[src/rtl/framebuffer_stream_reader.sv]
`default_nettype none
// ============================================================================
// Module      : framebuffer_stream_reader
// Description : Fetches a frame from word-addressed memory into a prefetch
//               FIFO and streams it out pixel by pixel, with optional 2x
//               pixel/line doubling.
// Revision    : 1.0 - initial release
// ============================================================================
module framebuffer_stream_reader #(
  parameter int DATA_WIDTH    = 16,
  parameter int ADDR_WIDTH    = 24,
  parameter int FB_WIDTH      = 32,
  parameter int FB_HEIGHT     = 32,
  parameter int FIFO_DEPTH    = 16,
  parameter int PRELOAD_LEVEL = FIFO_DEPTH
) (
  input  logic                  clk,
  input  logic                  reset_n_i,
  input  logic                  start_frame_i,
  input  logic [ADDR_WIDTH-1:0] base_address_i,
  input  logic                  scale2x_i,
  input  logic                  stream_ena_i,
  output logic [DATA_WIDTH-1:0] stream_data_o,
  output logic                  stream_preloading_o,
  output logic                  stream_err_underflow_o,
  output logic                  frame_done_o,
  output logic                  mem_sel_o,
  output logic [ADDR_WIDTH-1:0] mem_address_o,
  input  logic                  mem_ack_i,
  input  logic [DATA_WIDTH-1:0] mem_data_i
);

  localparam int c_PW   = $clog2(FIFO_DEPTH);
  localparam int c_CW   = c_PW + 1;
  localparam int c_XW   = (FB_WIDTH > 1) ? $clog2(FB_WIDTH) : 1;
  localparam int c_YW   = (FB_HEIGHT > 1) ? $clog2(FB_HEIGHT) : 1;
  localparam int c_NPIX = FB_WIDTH * FB_HEIGHT;
  localparam int c_NW   = $clog2(4 * c_NPIX + 1);
  localparam logic [c_NW-1:0]       c_LAST_1X = c_NW'(c_NPIX - 1);
  localparam logic [c_NW-1:0]       c_LAST_2X = c_NW'(4 * c_NPIX - 1);
  localparam logic [c_XW-1:0]       c_X_LAST  = c_XW'(FB_WIDTH - 1);
  localparam logic [c_YW-1:0]       c_Y_LAST  = c_YW'(FB_HEIGHT - 1);
  localparam logic [c_CW-1:0]       c_DEPTH   = c_CW'(FIFO_DEPTH);
  localparam logic [c_CW-1:0]       c_LEVEL   = c_CW'(PRELOAD_LEVEL);
  localparam logic [ADDR_WIDTH-1:0] c_LINE    = ADDR_WIDTH'(FB_WIDTH);

  typedef enum logic [1:0] {
    S_IDLE    = 2'd0,
    S_PRELOAD = 2'd1,
    S_STREAM  = 2'd2
  } state_t;

  state_t r_state;
  state_t w_state_nxt;

  // Prefetch FIFO
  logic [DATA_WIDTH-1:0] r_fifo [FIFO_DEPTH];
  logic [c_PW-1:0]       r_wr_ptr;
  logic [c_PW-1:0]       r_rd_ptr;
  logic [c_CW-1:0]       r_count;

  // Fetcher
  logic                  r_mem_sel;
  logic [ADDR_WIDTH-1:0] r_mem_addr;
  logic                  r_discard;     // in-flight request belongs to an abandoned frame
  logic [ADDR_WIDTH-1:0] r_line_base;   // address of pixel 0 of the line being fetched
  logic [c_XW-1:0]       r_fx;
  logic [c_YW-1:0]       r_fy;
  logic                  r_rep;         // second fetch of the same line (scale2x)
  logic                  r_issue_done;
  logic                  r_scale;

  // Stream side
  logic [c_NW-1:0]       r_pix;
  logic                  r_half;        // first of the two presentations of a pixel done
  logic                  r_underflow;
  logic                  r_frame_done;

  logic w_empty, w_in_stream, w_take, w_pop, w_ack, w_push, w_issue;
  logic w_all_fetched, w_last;
  logic [ADDR_WIDTH-1:0] w_fetch_addr;

  assign w_empty       = (r_count == '0);
  assign w_in_stream   = (r_state == S_STREAM);
  assign w_take        = w_in_stream && stream_ena_i && !w_empty && !start_frame_i;
  assign w_pop         = w_take && (!r_scale || r_half);
  assign w_ack         = r_mem_sel && mem_ack_i;
  assign w_push        = w_ack && !r_discard && !start_frame_i;
  assign w_issue       = !r_mem_sel && (r_state != S_IDLE) && !r_issue_done &&
                         (r_count < c_DEPTH) && !start_frame_i;
  assign w_all_fetched = r_issue_done && !r_mem_sel;
  assign w_last        = w_take && (r_pix == (r_scale ? c_LAST_2X : c_LAST_1X));
  assign w_fetch_addr  = r_line_base + ADDR_WIDTH'(r_fx);

  // State register
  always_ff @(posedge clk) begin
    if (!reset_n_i) r_state <= S_IDLE;
    else            r_state <= w_state_nxt;
  end

  // Next-state decode and stream-side outputs
  always_comb begin
    w_state_nxt         = r_state;
    stream_preloading_o = 1'b0;
    stream_data_o       = '0;
    if (r_state == S_PRELOAD) stream_preloading_o = 1'b1;
    if (w_in_stream && !w_empty) stream_data_o = r_fifo[r_rd_ptr];
    if (start_frame_i) begin
      w_state_nxt = S_PRELOAD;
    end else begin
      case (r_state)
        S_PRELOAD: if ((r_count >= c_LEVEL) || w_all_fetched) w_state_nxt = S_STREAM;
        S_STREAM:  if (w_last) w_state_nxt = S_IDLE;
        default:   w_state_nxt = r_state;
      endcase
    end
  end

  // Memory fetcher: one outstanding request, raster order, optional line repeat
  always_ff @(posedge clk) begin
    if (!reset_n_i) begin
      r_mem_sel    <= 1'b0;
      r_mem_addr   <= '0;
      r_discard    <= 1'b0;
      r_line_base  <= '0;
      r_fx         <= '0;
      r_fy         <= '0;
      r_rep        <= 1'b0;
      r_issue_done <= 1'b0;
      r_scale      <= 1'b0;
    end else begin
      if (w_ack) begin
        r_mem_sel <= 1'b0;
        r_discard <= 1'b0;
      end
      if (start_frame_i) begin
        // A request still waiting for its ack stays on the bus; its data is dropped.
        r_discard    <= r_mem_sel && !mem_ack_i;
        r_line_base  <= base_address_i;
        r_fx         <= '0;
        r_fy         <= '0;
        r_rep        <= 1'b0;
        r_issue_done <= 1'b0;
        r_scale      <= scale2x_i;
      end else if (w_issue) begin
        r_mem_sel  <= 1'b1;
        r_mem_addr <= w_fetch_addr;
        if (r_fx == c_X_LAST) begin
          r_fx <= '0;
          if (r_scale && !r_rep) begin
            r_rep <= 1'b1;
          end else begin
            r_rep       <= 1'b0;
            r_line_base <= r_line_base + c_LINE;
            if (r_fy == c_Y_LAST) r_issue_done <= 1'b1;
            else                  r_fy         <= r_fy + 1'b1;
          end
        end else begin
          r_fx <= r_fx + 1'b1;
        end
      end
    end
  end

  // FIFO storage write
  always_ff @(posedge clk) begin
    if (w_push) r_fifo[r_wr_ptr] <= mem_data_i;
  end

  // FIFO pointers and fill count; flushed by reset or a new frame
  always_ff @(posedge clk) begin
    if (!reset_n_i || start_frame_i) begin
      r_wr_ptr <= '0;
      r_rd_ptr <= '0;
      r_count  <= '0;
    end else begin
      if (w_push) r_wr_ptr <= r_wr_ptr + 1'b1;
      if (w_pop)  r_rd_ptr <= r_rd_ptr + 1'b1;
      if (w_push && !w_pop)      r_count <= r_count + 1'b1;
      else if (!w_push && w_pop) r_count <= r_count - 1'b1;
    end
  end

  // Consumed-pixel count, doubling phase, underflow and frame-done pulse
  always_ff @(posedge clk) begin
    if (!reset_n_i) begin
      r_pix        <= '0;
      r_half       <= 1'b0;
      r_underflow  <= 1'b0;
      r_frame_done <= 1'b0;
    end else begin
      r_frame_done <= w_last;
      if (start_frame_i) begin
        r_pix       <= '0;
        r_half      <= 1'b0;
        r_underflow <= 1'b0;
      end else begin
        if (w_take) begin
          r_pix <= r_pix + 1'b1;
          if (r_scale) r_half <= !r_half;
        end
        if (w_in_stream && stream_ena_i && w_empty) r_underflow <= 1'b1;
      end
    end
  end

  assign stream_err_underflow_o = r_underflow;
  assign frame_done_o           = r_frame_done;
  assign mem_sel_o              = r_mem_sel;
  assign mem_address_o          = r_mem_addr;

endmodule
`default_nettype wire

[config.mk]
export PLATFORM = sky130hd
export DESIGN_NAME = framebuffer_stream_reader
export DESIGN_NICKNAME = d
export VERILOG_FILES = /design/src/rtl/framebuffer_stream_reader.sv
export SDC_FILE = /design/constraint.sdc
export NUM_CORES = 1
export LEC_CHECK = 0
export BUFFER_PORTS_ARGS = -buffer_cell sky130_fd_sc_hd__buf_2
export CAP_MARGIN = 15
export CELL_PAD_IN_SITES_DETAIL_PLACEMENT = 0
export CELL_PAD_IN_SITES_GLOBAL_PLACEMENT = 1
export CORE_MARGIN = 2
export CORE_UTILIZATION = 51
export CTS_CLUSTER_SIZE = 10
export DETAILED_ROUTE_END_ITERATION = 6
export PLACE_DENSITY_LB_ADDON = 0.1
export SETUP_SLACK_MARGIN = 0.02
export SYNTH_ARGS = -nofsm -noshare
export SYNTH_HDL_FRONTEND = slang
export SYNTH_SLANG_ARGS = --single-unit
[constraint.sdc]
create_clock -name clk -period 4 [get_ports clk]
set_clock_uncertainty 0.05 [all_clocks]
set_input_delay 0.4 -clock clk [delete_from_list [all_inputs] [get_ports clk]]
set_output_delay 0.4 -clock clk [all_outputs]
set_load 0.03 [all_outputs]
==> results of run 1 <==
## per-stage QoR
step	hold slack, ps	cell area (um^2)	utilization, %	power [mW]	instances
6_report	71.9	16700	58.8	7.43	1464
5_1_grt	61.2	16700	58.8	7.69	1464
2_1_floorplan	408	14600	-	4.23	959
4_1_cts	50.2	16700	58.8	7.52	1464
3_5_place_dp	399	15600	54.9	4.33	1409
3_3_place_gp	393	15600	54.9	4.33	1409
## cell usage after synthesis (2+ instances only)
| library cell | number | area, um^2 |
|---|---|---|
| edfxtp_1 | 256 | 7690 |
| dfxtp_1 | 98 | 1960 |
| mux4_2 | 80 | 1800 |
| nor2_1 | 79 | 297 |
| a21oi_1 | 48 | 240 |
| o21ai_0 | 44 | 220 |
| nand2_1 | 39 | 146 |
| clkbuf_1 | 30 | 113 |
| xor2_1 | 28 | 245 |
| xnor2_1 | 25 | 219 |
| ha_1 | 24 | 300 |
| nand3_1 | 23 | 115 |
| buf_2 | 17 | 85.1 |
| mux2i_1 | 15 | 150 |
| nand4_1 | 15 | 93.8 |
| nor3_1 | 15 | 75.1 |
| or3_1 | 13 | 81.3 |
| inv_1 | 12 | 45.0 |
| nor2b_1 | 11 | 68.8 |
| and3_1 | 9 | 56.3 |
| and2b_1 | 7 | 52.6 |
| a211oi_1 | 6 | 45.0 |
| nand2b_1 | 6 | 37.5 |
| a311oi_1 | 5 | 43.8 |
| buf_1 | 5 | 18.8 |
| and2_1 | 4 | 25.0 |
| o21a_1 | 4 | 30.0 |
| a211o_1 | 3 | 26.3 |
| o211ai_1 | 3 | 22.5 |
| or2_2 | 3 | 18.8 |
| or4_1 | 3 | 22.5 |
| a21o_1 | 2 | 15.0 |
| a31oi_1 | 2 | 12.5 |
| and4_1 | 2 | 17.5 |
| fa_1 | 2 | 40.0 |
| nor4_4 | 2 | 42.5 |
| o31ai_1 | 2 | 15.0 |
## where the power goes
group	internal (mW)	total (mW)	switching (mW)
logic	0.0847	0.253	0.168
registers	3.97	4.00	0.0374
clock network	1.85	3.18	1.33
total	5.90	7.43	1.53
## per-layer routing
layer  track usage, %  vias up  wire (um)  part of all wire, %
met5                0        -          0                    0
met4             6.14        0        635                  2.1
met3             3.57       52       1170                  3.8
met2             35.1      196      15000                   49
met1             28.6     4145      13800                   45
li1                 -     3885          -                    -
## cell type report
| type | instances | share of cell area, % |
|---|---|---|
| Clock buffer | 52 | 6.38 |
| Clock inverter | 3 | 0.135 |
| Inverter | 13 | 0.292 |
| Multi-Input combinational cell | 539 | 28.5 |
| Sequential cell | 354 | 57.7 |
| Tap cell | 384 | 2.87 |
| Timing Repair Buffer | 119 | 4.16 |
## worst max-delay path, stage by stage, from the launching register on
cell and delay (ps):
dfxtp_4 520, buf_12 410, mux4_2 570, mux4_2 470, nor2b_1 170, buf_2 200
## flip-flops by register name, summed over array words and instances, names as in the netlist, 2 cells and up, named ones only
name,cells
r_rd_ptr,4
r_wr_ptr,4
r_line_base,24
r_pix,13
r_fx,5
r_fy,5
mem_address_o,24
r_fifo,256
r_count,5
r_state,2
## path summary, 6_finish.rpt
| kind | from | to | slack [ps] | cells after the start |
|---|---|---|---|---|
| hold / removal | base_address_i[9] | r_line_base[9]$_SDFFE_PN0P_ | 70 | 3 |
| setup reg to reg | r_count[0]$_SDFFE_PP0P_ | r_count[4]$_SDFFE_PP0P_ | 740 | 11 |
| hold reg to reg | mem_address_o[4]$_SDFFE_PN0P_ | mem_address_o[4]$_SDFFE_PN0P_ | 410 | 2 |
| setup / recovery | register | stream_data_o[13] | 660 | 5 |
## cell families (layout without fill, tap and decap cells)
logic type / after synthesis / after routing / synth area share [%]
mux: 95 / 95 / 13.3
simple gates: 238 / 238 / 8.31
fa+ha+maj: 26 / 26 / 2.33
compound gates: 127 / 127 / 5.05
xor+xnor: 53 / 53 / 3.17
buf+inv: 66 / 187 / 1.85
flops: 354 / 354 / 65.9
==> flow_summary_export.csv, run 1 <==
group,metric,value,unit
run_status,outcome,"finished clean",
power,ir_drop,241,uV
power,p_leak,5.64,nW
sta,worstMarginPinSlew,1070,ps
die,initial_core_util,51.4,%
grt,grt_pass1_wl,48600,um
logic_synthesis,synth_warnings,0,
final_layout,multiInputGateArea,0.00476,mm^2
logic_synthesis,synth_edf_count,256,
die,num_rows,62,
placed_design,pre_cts_ws,752,ps
setup_path,endpoint_kind,"primary output",
final_layout,mostFrequentLayoutCell,"edfxtp_1",
final_layout,area_growth,14.3,%
die,core_area,0.0285,mm^2
routing,drc,0,
setup_path,timing.critical_path.from_type,"register",
final_layout,seq_area,0.00965,mm^2
placed_design,gp_congestion,0.780,
sta,fin_crit,3340,ps
setup_path,critical_path_arrival,2890,ps
min_path,holdCritPathClass,"input port to register",
setup_path,required,3550,ps
clocking,cts_sinks,354,
routing,vias,8278,
die,dieArea,0.0301,mm^2
sta,setup_viol,0,
clocking,tritoncts,"yes",
clocking,ctsHtreeMaxLevel,2,
sta,slew_headroom,28.7,%
placed_design,portBuffers,89,
clocking,cts_setup_buffers,0,
sta,max_freq,299,MHz
die,die_y,173,um
final_layout,layout-drive-gt1-share,24.9,%
routing,ant_nets,0,
sta,maxSlewViolCount,0,
clocking,cts_buffers,41,
logic_synthesis,synthFlopType,"edfxtp_1",
logic_synthesis,synth-seq-cells,354,
flow_run,maxCapViolCount,0,
routing,drtIter0Drc,571,
routing,post_drt_wl_per_cell,20.9,um
clocking,clk-insertion-delay-late,520,ps
final_layout,nNetsFinal,1140,
final_layout,layout_common_cells,"edfxtp_1 (256), dfxtp_1 (96), buf_2 (89)",
logic_synthesis,synth_nets,1031,
sta,hold_violations,0,
setup_path,crit_fanout,52,
clocking,clock-root-buffer,"clkbuf_16",
grt,overflow,0,
clocking,cts_max_path_buffers,3,
die,fp.dieW,173,um
logic_synthesis,netlist_area,0.0146,mm^2
routing,finalWirelength,30600,um
clocking,clk_pin_slew,50,ps
logic_synthesis,netlist_instances,959,
setup_path,worstSetupPathType,"register to primary output",
sta,tns,0,ps
final_layout,num_antenna_cells,0,
logic_synthesis,async_flop_share,0,%
grt,grt_max_degree,53,
final_layout,nFillCells,2257,
routing,routed_via_density,5.65,
grt,grt_use_total,21.0,%
sta,setup_slack,657,ps
logic_synthesis,synth_cell_type_count,54,
logic_synthesis,yosysSeqAreaShare,65.9,%
clocking,cts_hold_buf,0,
placed_design,dpl.hpwl,18300,um
grt,antenna_found_initial,0,
sta,finalCritPeriodShare,83.6,%
die,io_pins,90,
power,power_density,444,mW/mm^2
grt,first_global_vias,8559,
logic_synthesis,synth_area_per_cell,15.3,um^2
routing,dr.pass1.iters,5,
clocking,cts-resized-gates,0,
sta,rsz0062_at_grt,"false",
No activity file was read; power rests on OpenSTA's default activity.
==> inputs of run 2 (changes only) <==
- clock period: 4 -> 3.2 ns (I/O delays scaled with it)
==> run 2 against run 1 <==
Compared with the run above:
- register-to-register slack got worse by 490 ps
- critical endpoint is now stream_data_o[8]
- routed wire length rose by 0.12%
- global-route usage fell by 0.16 points
- sequential power rose by 25%
- worst hold slack got worse by 52 ps
- die area did not move
- highest routed layer unchanged
==> flow_summary_export.csv, run 2 (same netlist as run 1, synthesis figures left out) <==
group,metric,value,unit
placed_design,gp_congestion,0.785,
final_layout,layout-drive-gt1-share,26.3,%
routing,vias,8302,
grt,overflow,0,
routing,dr.pass1.iters,5,
routing,ant_nets,0,
power,p_leak,5.80,nW
clocking,cts_max_path_buffers,3,
grt,grt_pass1_wl,48200,um
power,ir_drop,293,uV
final_layout,nNetsFinal,1170,
placed_design,dpl.hpwl,18500,um
sta,hold_violations,0,
clocking,cts_sinks,354,
sta,rsz0062_at_grt,"false",
placed_design,portBuffers,89,
die,core_area,0.0285,mm^2
clocking,cts_buffers,41,
setup_path,crit_family,"multiplexers",
setup_path,crit_cells,5,
routing,routed_via_density,5.55,
final_layout,num_antenna_cells,0,
power,power,9.34,mW
clocking,tritoncts,"yes",
die,fp.dieW,173,um
setup_path,required,2830,ps
setup_path,r2r-start,"r_count[0]$_SDFFE_PP0P_",
final_layout,nFillCells,2237,
setup_path,critical_path_arrival,2590,ps
die,io_pins,90,
clocking,clk-insertion-delay-late,510,ps
grt,first_global_vias,8453,
setup_path,cp-endpoint,"stream_data_o[8]",
setup_path,crit_fanout,19,
setup_path,slowest_stage,"mux4_2",
setup_path,r2r-end,"r_count[4]$_SDFFE_PP0P_",
setup_path,endpoint_kind,"primary output",
clocking,clock-root-buffer,"clkbuf_16",
run_status,outcome,"finished clean",
grt,grt_use_total,20.8,%
die,initial_core_util,51.4,%
routing,drc,0,
placed_design,placedCellCount,1419,
final_layout,layout_common_cells,"edfxtp_1 (256), dfxtp_1 (96), buf_2 (89)",
sta,slew_headroom,60.1,%
sta,worstMarginPinSlew,593,ps
min_path,holdCritPathClass,"input port to register",
flow_run,maxCapViolCount,0,
die,dieArea,0.0301,mm^2
setup_path,max_stage_delay,540,ps
setup_path,timing.critical_path.from_type,"register",
sta,max_freq,338,MHz
sta,maxSlewViolCount,0,
die,die_y,173,um
routing,finalWirelength,30600,um
sta,fin_crit,2960,ps
final_layout,largest_register_ff_count,256,
setup_path,crit_top_cell,"mux4_2",
sta,finalCritPeriodShare,92.4,%
sta,tns,0,ps
final_layout,design_area,0.0170,mm^2
power,power_density,548,mW/mm^2
setup_path,r2r.worst_path.cells,11,
sta,setup_viol,0,
grt,antenna_found_initial,0,
routing,post_drt_wl_per_cell,20.5,um
clocking,clk_pin_slew,60,ps
final_layout,finalNonFillerCells,1495,
final_layout,mostFrequentLayoutCell,"edfxtp_1",
routing,drtIter0Drc,523,
setup_path,worstSetupPathType,"register to primary output",
setup_path,reg2reg_slack,250,ps
final_layout,area_growth,16.5,%
setup_path,cp_num_buf_inv,2,
die,num_rows,62,
grt,grt_max_degree,65,
placed_design,placed_area,0.0158,mm^2
final_layout,largest-register,"r_fifo",
setup_path,crit_chain,"buf_12 -> mux4_2 -> mux4_2 -> and2b_1 -> buf_2",
clocking,ctsHtreeMaxLevel,2,
run 2: worst min-delay path by stage:
stage / slack, ps / endpoint / cells past startpoint / start
floorplan: 370 / r_fifo[0][0]$_DFFE_PP_ / 0 / mem_data_i[0]
global placement: 390 / mem_address_o[4]$_SDFFE_PN0P_ / 2 / mem_address_o[4]$_SDFFE_PN0P_
detailed placement: 390 / mem_address_o[3]$_SDFFE_PN0P_ / 2 / mem_address_o[3]$_SDFFE_PN0P_
CTS: 8 / r_line_base[23]$_SDFFE_PN0P_ / 3 / base_address_i[23]
global route: 10 / r_line_base[15]$_SDFFE_PN0P_ / 3 / base_address_i[15]
finish: 20 / r_line_base[21]$_SDFFE_PN0P_ / 3 / base_address_i[21]
run 2: layout make-up:
type                            count  area, um^2  share of cell area [%]
Clock inverter                      2        17.5                   0.103
Timing Repair Buffer              149         983                    5.77
Inverter                           13        48.8                   0.286
Multi-Input combinational cell    539        4770                    28.0
Clock buffer                       54        1080                    6.37
Tap cell                          384         480                    2.82
Sequential cell                   354        9650                    56.7
run 2: timing repair:
| action | CTS | global route |
|---|---|---|
| resized for setup | 0 | 3 |
| hold buffers | 10 | 0 |
| endpoints found under the setup margin | 0 | 12 |
| setup buffers | 0 | 10 |
| hold endpoints to repair | 10 | 0 |
run 2: power breakdown:
group / internal (mW) / switching [mW] / total (mW) / leakage (nW)
Sequential: 4.96 / 0.0469 / 5.01 / 3.10
Combinational: 0.117 / 0.211 / 0.328 / 2.16
Clock: 2.34 / 1.67 / 4.01 / 0.536
Total: 7.41 / 1.93 / 9.34 / 5.80
run 2: per-stage QoR:
stage                     setup slack [ps]  utilization (%)  hold WS [ps]
after global placement                 130             55.3           388
after detailed placement              96.5             55.3           391
after floorplan                        138                -           369
after global routing                  84.6             59.9          13.7
final                                  243             59.9          19.5
after CTS                             50.1             59.6          7.52
run 2: routing by layer:
layer  part of all wire [%]  vias to the layer above  wire [um]  GRT usage [%]
met2                     50                      196      15200           35.4
met3                    5.0                       39       1530           3.44
met4                    1.6                        0        478           4.84
met1                     44                     4126      13400           28.5
li1                       -                     3941          -              -
met5                      0                        -          0              0
run 2: worst register-to-register path, delay by kind of cell, from the launching register on:
kind                     cells  cell delay [ps]
AND/OR/NAND/NOR              4             1140
AO/OA/AOI/OAI                3              570
adder cells (fa/ha/maj)      2              530
flip-flops                   1              330
multiplexers                 1              180
buffers and inverters        1              100
==> inputs of run 3 (changes only) <==
- ABC_AREA: default -> 1
- CAP_MARGIN: 15 -> 20
- CORE_UTILIZATION: 51 -> 48
==> run 3 against run 2 <==
Compared with the run above:
- first-iteration DRC count increased by 44%
- non-clock buffer count decreased by 19
- sequential share of layout area is 1.9 points lower
- critical path depth up 3
- worst hold slack got worse by 2.6 ps
- sequential power is essentially flat
- power increased by 1.3%
- largest cell class unchanged
- highest routed layer unchanged
==> flow_summary_export.csv, run 3 <==
group,metric,value,unit
run_status,outcome,"finished clean",
sta,max_freq,336,MHz
power,p_leak,6.53,nW
logic_synthesis,netlist_top_cells_count,"edfxtp_1 (256), nor2_1 (254), nand2_1 (225)",
logic_synthesis,yosysTopAreaCellShare,49.8,%
setup_path,r2r.worst_path.cells,15,
routing,drtIter0Drc,753,
final_layout,area_growth,14.2,%
logic_synthesis,netlist_instances,1544,
grt,grt_max_degree,103,
setup_path,endpoint_kind,"primary output",
sta,slew_headroom,54.4,%
logic_synthesis,yosysSeqAreaShare,62.5,%
sta,finalCritPeriodShare,92.9,%
power,ir_drop,346,uV
flow_run,maxCapViolCount,0,
setup_path,timing.critical_path.from_type,"register",
die,core_area,0.0316,mm^2
final_layout,mostFrequentLayoutCell,"edfxtp_1",
setup_path,worstSetupPathType,"register to primary output",
logic_synthesis,synth-seq-cells,354,
logic_synthesis,synth_cell_type_count,45,
logic_synthesis,synth.most_common_cell,"edfxtp_1",
clocking,clk_pin_slew,60,ps
logic_synthesis,async_flop_share,0,%
sta,hold_violations,0,
grt,overflow,0,
routing,vias,11264,
logic_synthesis,synthFlopType,"edfxtp_1",
routing,dr.pass1.iters,7,
power,swShare,21.3,%
routing,finalWirelength,38500,um
sta,maxSlewViolCount,0,
setup_path,crit_fanout,70,
routing,post_drt_wl_per_cell,18.7,um
die,num_rows,65,
logic_synthesis,netlist_area,0.0155,mm^2
power,switching_power,2.01,mW
placed_design,gp_congestion,0.833,
final_layout,seq_area,0.00966,mm^2
die,io_pins,90,
min_path,holdCritPathClass,"input port to register",
min_path,hold_depth,3,
clocking,cts_buffers,41,
setup_path,max_stage_delay,460,ps
final_layout,multiInputGateArea,0.00506,mm^2
setup_path,crit_chain,"buf_6 -> o21ai_0 -> o22ai_1 -> nand2_1 -> nand3_1 -> nand2_1 -> a21oi_1 -> buf_2",
setup_path,required,2830,ps
routing,drc,0,
power,power_frac_clock,43.0,%
setup_path,cp_num_buf_inv,2,
final_layout,nFillCells,2820,
grt,grt_use_total,23.1,%
logic_synthesis,yosys.area.top_type,"edfxtp_1",
sta,holdWs,16.8,ps
placed_design,dpl.hpwl,23200,um
routing,routed_via_density,5.47,
logic_synthesis,synth_warnings,0,
final_layout,layout_common_cells,"edfxtp_1 (256), nor2_1 (238), nand2_1 (225)",
setup_path,slowest_stage,"buf_6",
die,fp.dieW,183,um
die,die_y,183,um
final_layout,largest-register,"r_fifo",
sta,tns,0,ps
routing,ant_nets,0,
setup_path,crit_top_cell,"nand2_1",
power,power_density,537,mW/mm^2
clocking,cts_setup_buffers,0,
final_layout,largest_register_ff_count,256,
sta,fin_crit,2970,ps
logic_synthesis,synth_edf_count,256,
placed_design,portBuffers,89,
final_layout,nNetsFinal,1715,
grt,grt_pass1_wl,59900,um
sta,worstMarginPinSlew,683,ps
setup_path,crit_cells,8,
logic_synthesis,synth_area_leaders,"edfxtp_1 (50%), dfxtp_1 (13%), nor2_1 (6.2%), o21ai_0 (5.5%), nand2_1 (5.5%)",
logic_synthesis,synth_nets,1616,
power,comb_power_share,4.2,%
setup_path,critical_path_arrival,2600,ps
clocking,tritoncts,"yes",
clocking,clock-root-buffer,"clkbuf_16",
power,sequentialPowerShare,52.9,%
die,dieArea,0.0336,mm^2
clocking,ctsHtreeMaxLevel,2,
die,initial_core_util,48.8,%
grt,antenna_found_initial,2,
sta,setup_viol,0,
logic_synthesis,synth_area_per_cell,10.0,um^2
power,p_int,7.45,mW
clocking,clk-insertion-delay-late,520,ps
clocking,cts_sinks,354,
setup_path,crit_family,"buffers and inverters",
clocking,cts_max_path_buffers,3,
grt,first_global_vias,10838,
sta,rsz0062_at_grt,"false",
final_layout,layout-drive-gt1-share,14.3,%
## run 3: timing repair
item                                    4_1_cts  5_1_grt
gates resized for setup                       0        3
hold buffers                                  6        0
hold endpoints to repair                      6        0
endpoints found under the setup margin        0        4
## run 3: worst paths after layout
check | slack (ps) | startpoint | to
hold / removal | 20 | base_address_i[6] | r_line_base[6]$_SDFFE_PN0P_
setup / recovery | 230 | register | stream_data_o[6]
hold reg to reg | 420 | r_fy[4]$_SDFFE_PP0P_ | r_fy[4]$_SDFFE_PP0P_
setup reg to reg | 490 | r_state[0]$_SDFFE_PN0P_ | r_count[4]$_SDFFE_PP0P_
## run 3: worst reg2reg max path, delay by kind of cell (launching register included)
family	cells	cell delay (ps)
AO/OA/AOI/OAI	3	310
XOR/XNOR	1	150
adder cells (fa/ha/maj)	3	730
buffers and inverters	3	330
flip-flops	1	320
AND/OR/NAND/NOR	5	680
## run 3: stage by stage
step / area, um^2 / setup WS, ps / instances / utilization (%) / power (mW)
2_1_floorplan: 15500 / 773 / 1544 / - / 5.33
3_3_place_gp: 16400 / 548 / 1996 / 52.0 / 5.48
3_5_place_dp: 16400 / 514 / 1996 / 52.0 / 5.49
4_1_cts: 17600 / 47.9 / 2056 / 55.7 / 9.56
5_1_grt: 17600 / 85.8 / 2057 / 55.8 / 9.80
6_report: 17600 / 226 / 2058 / 55.8 / 9.47
## run 3: routing by layer
layer	track usage [%]	up-vias	share of wire, %	wire, um
li1	-	5525	-	-
met1	30.4	5364	44	16800
met2	39.2	316	48	18600
met3	3.74	59	5.4	2080
met4	7.26	0	2.6	997
met5	0	-	0	0
## run 3: kinds of logic (layout without fill, tap and decap cells)
group / count (synthesis) / after routing / synth area share (%)
compound gates: 371 / 371 / 13.1
other cells: 0 / 2 / 0
simple gates: 593 / 593 / 16.1
buf+inv: 181 / 291 / 5.06
fa+ha+maj: 26 / 26 / 2.20
flops: 354 / 354 / 62.5
mux: 1 / 1 / 0.0648
xor+xnor: 18 / 18 / 1.02
## run 3: power groups by stage
stage / Clock, mW / Sequential [mW] / Combinational, mW
6_report: 4.07 / 5.00 / 0.394
5_1_grt: 4.35 / 5.01 / 0.442
4_1_cts: 4.16 / 5.00 / 0.398
3_5_place_dp: 0 / 5.10 / 0.391
3_3_place_gp: 0 / 5.10 / 0.387
2_1_floorplan: 0 / 5.14 / 0.190
## run 3: area by class of cell
class	count	area share, %
flip-flops and latches	354	54.7
multi-input cells	1009	28.7
clock buffers	51	6.15
repair buffers	130	5.01
well taps	402	2.85
inverters	107	2.30
clock inverters	3	0.234
diodes	2	0.0284
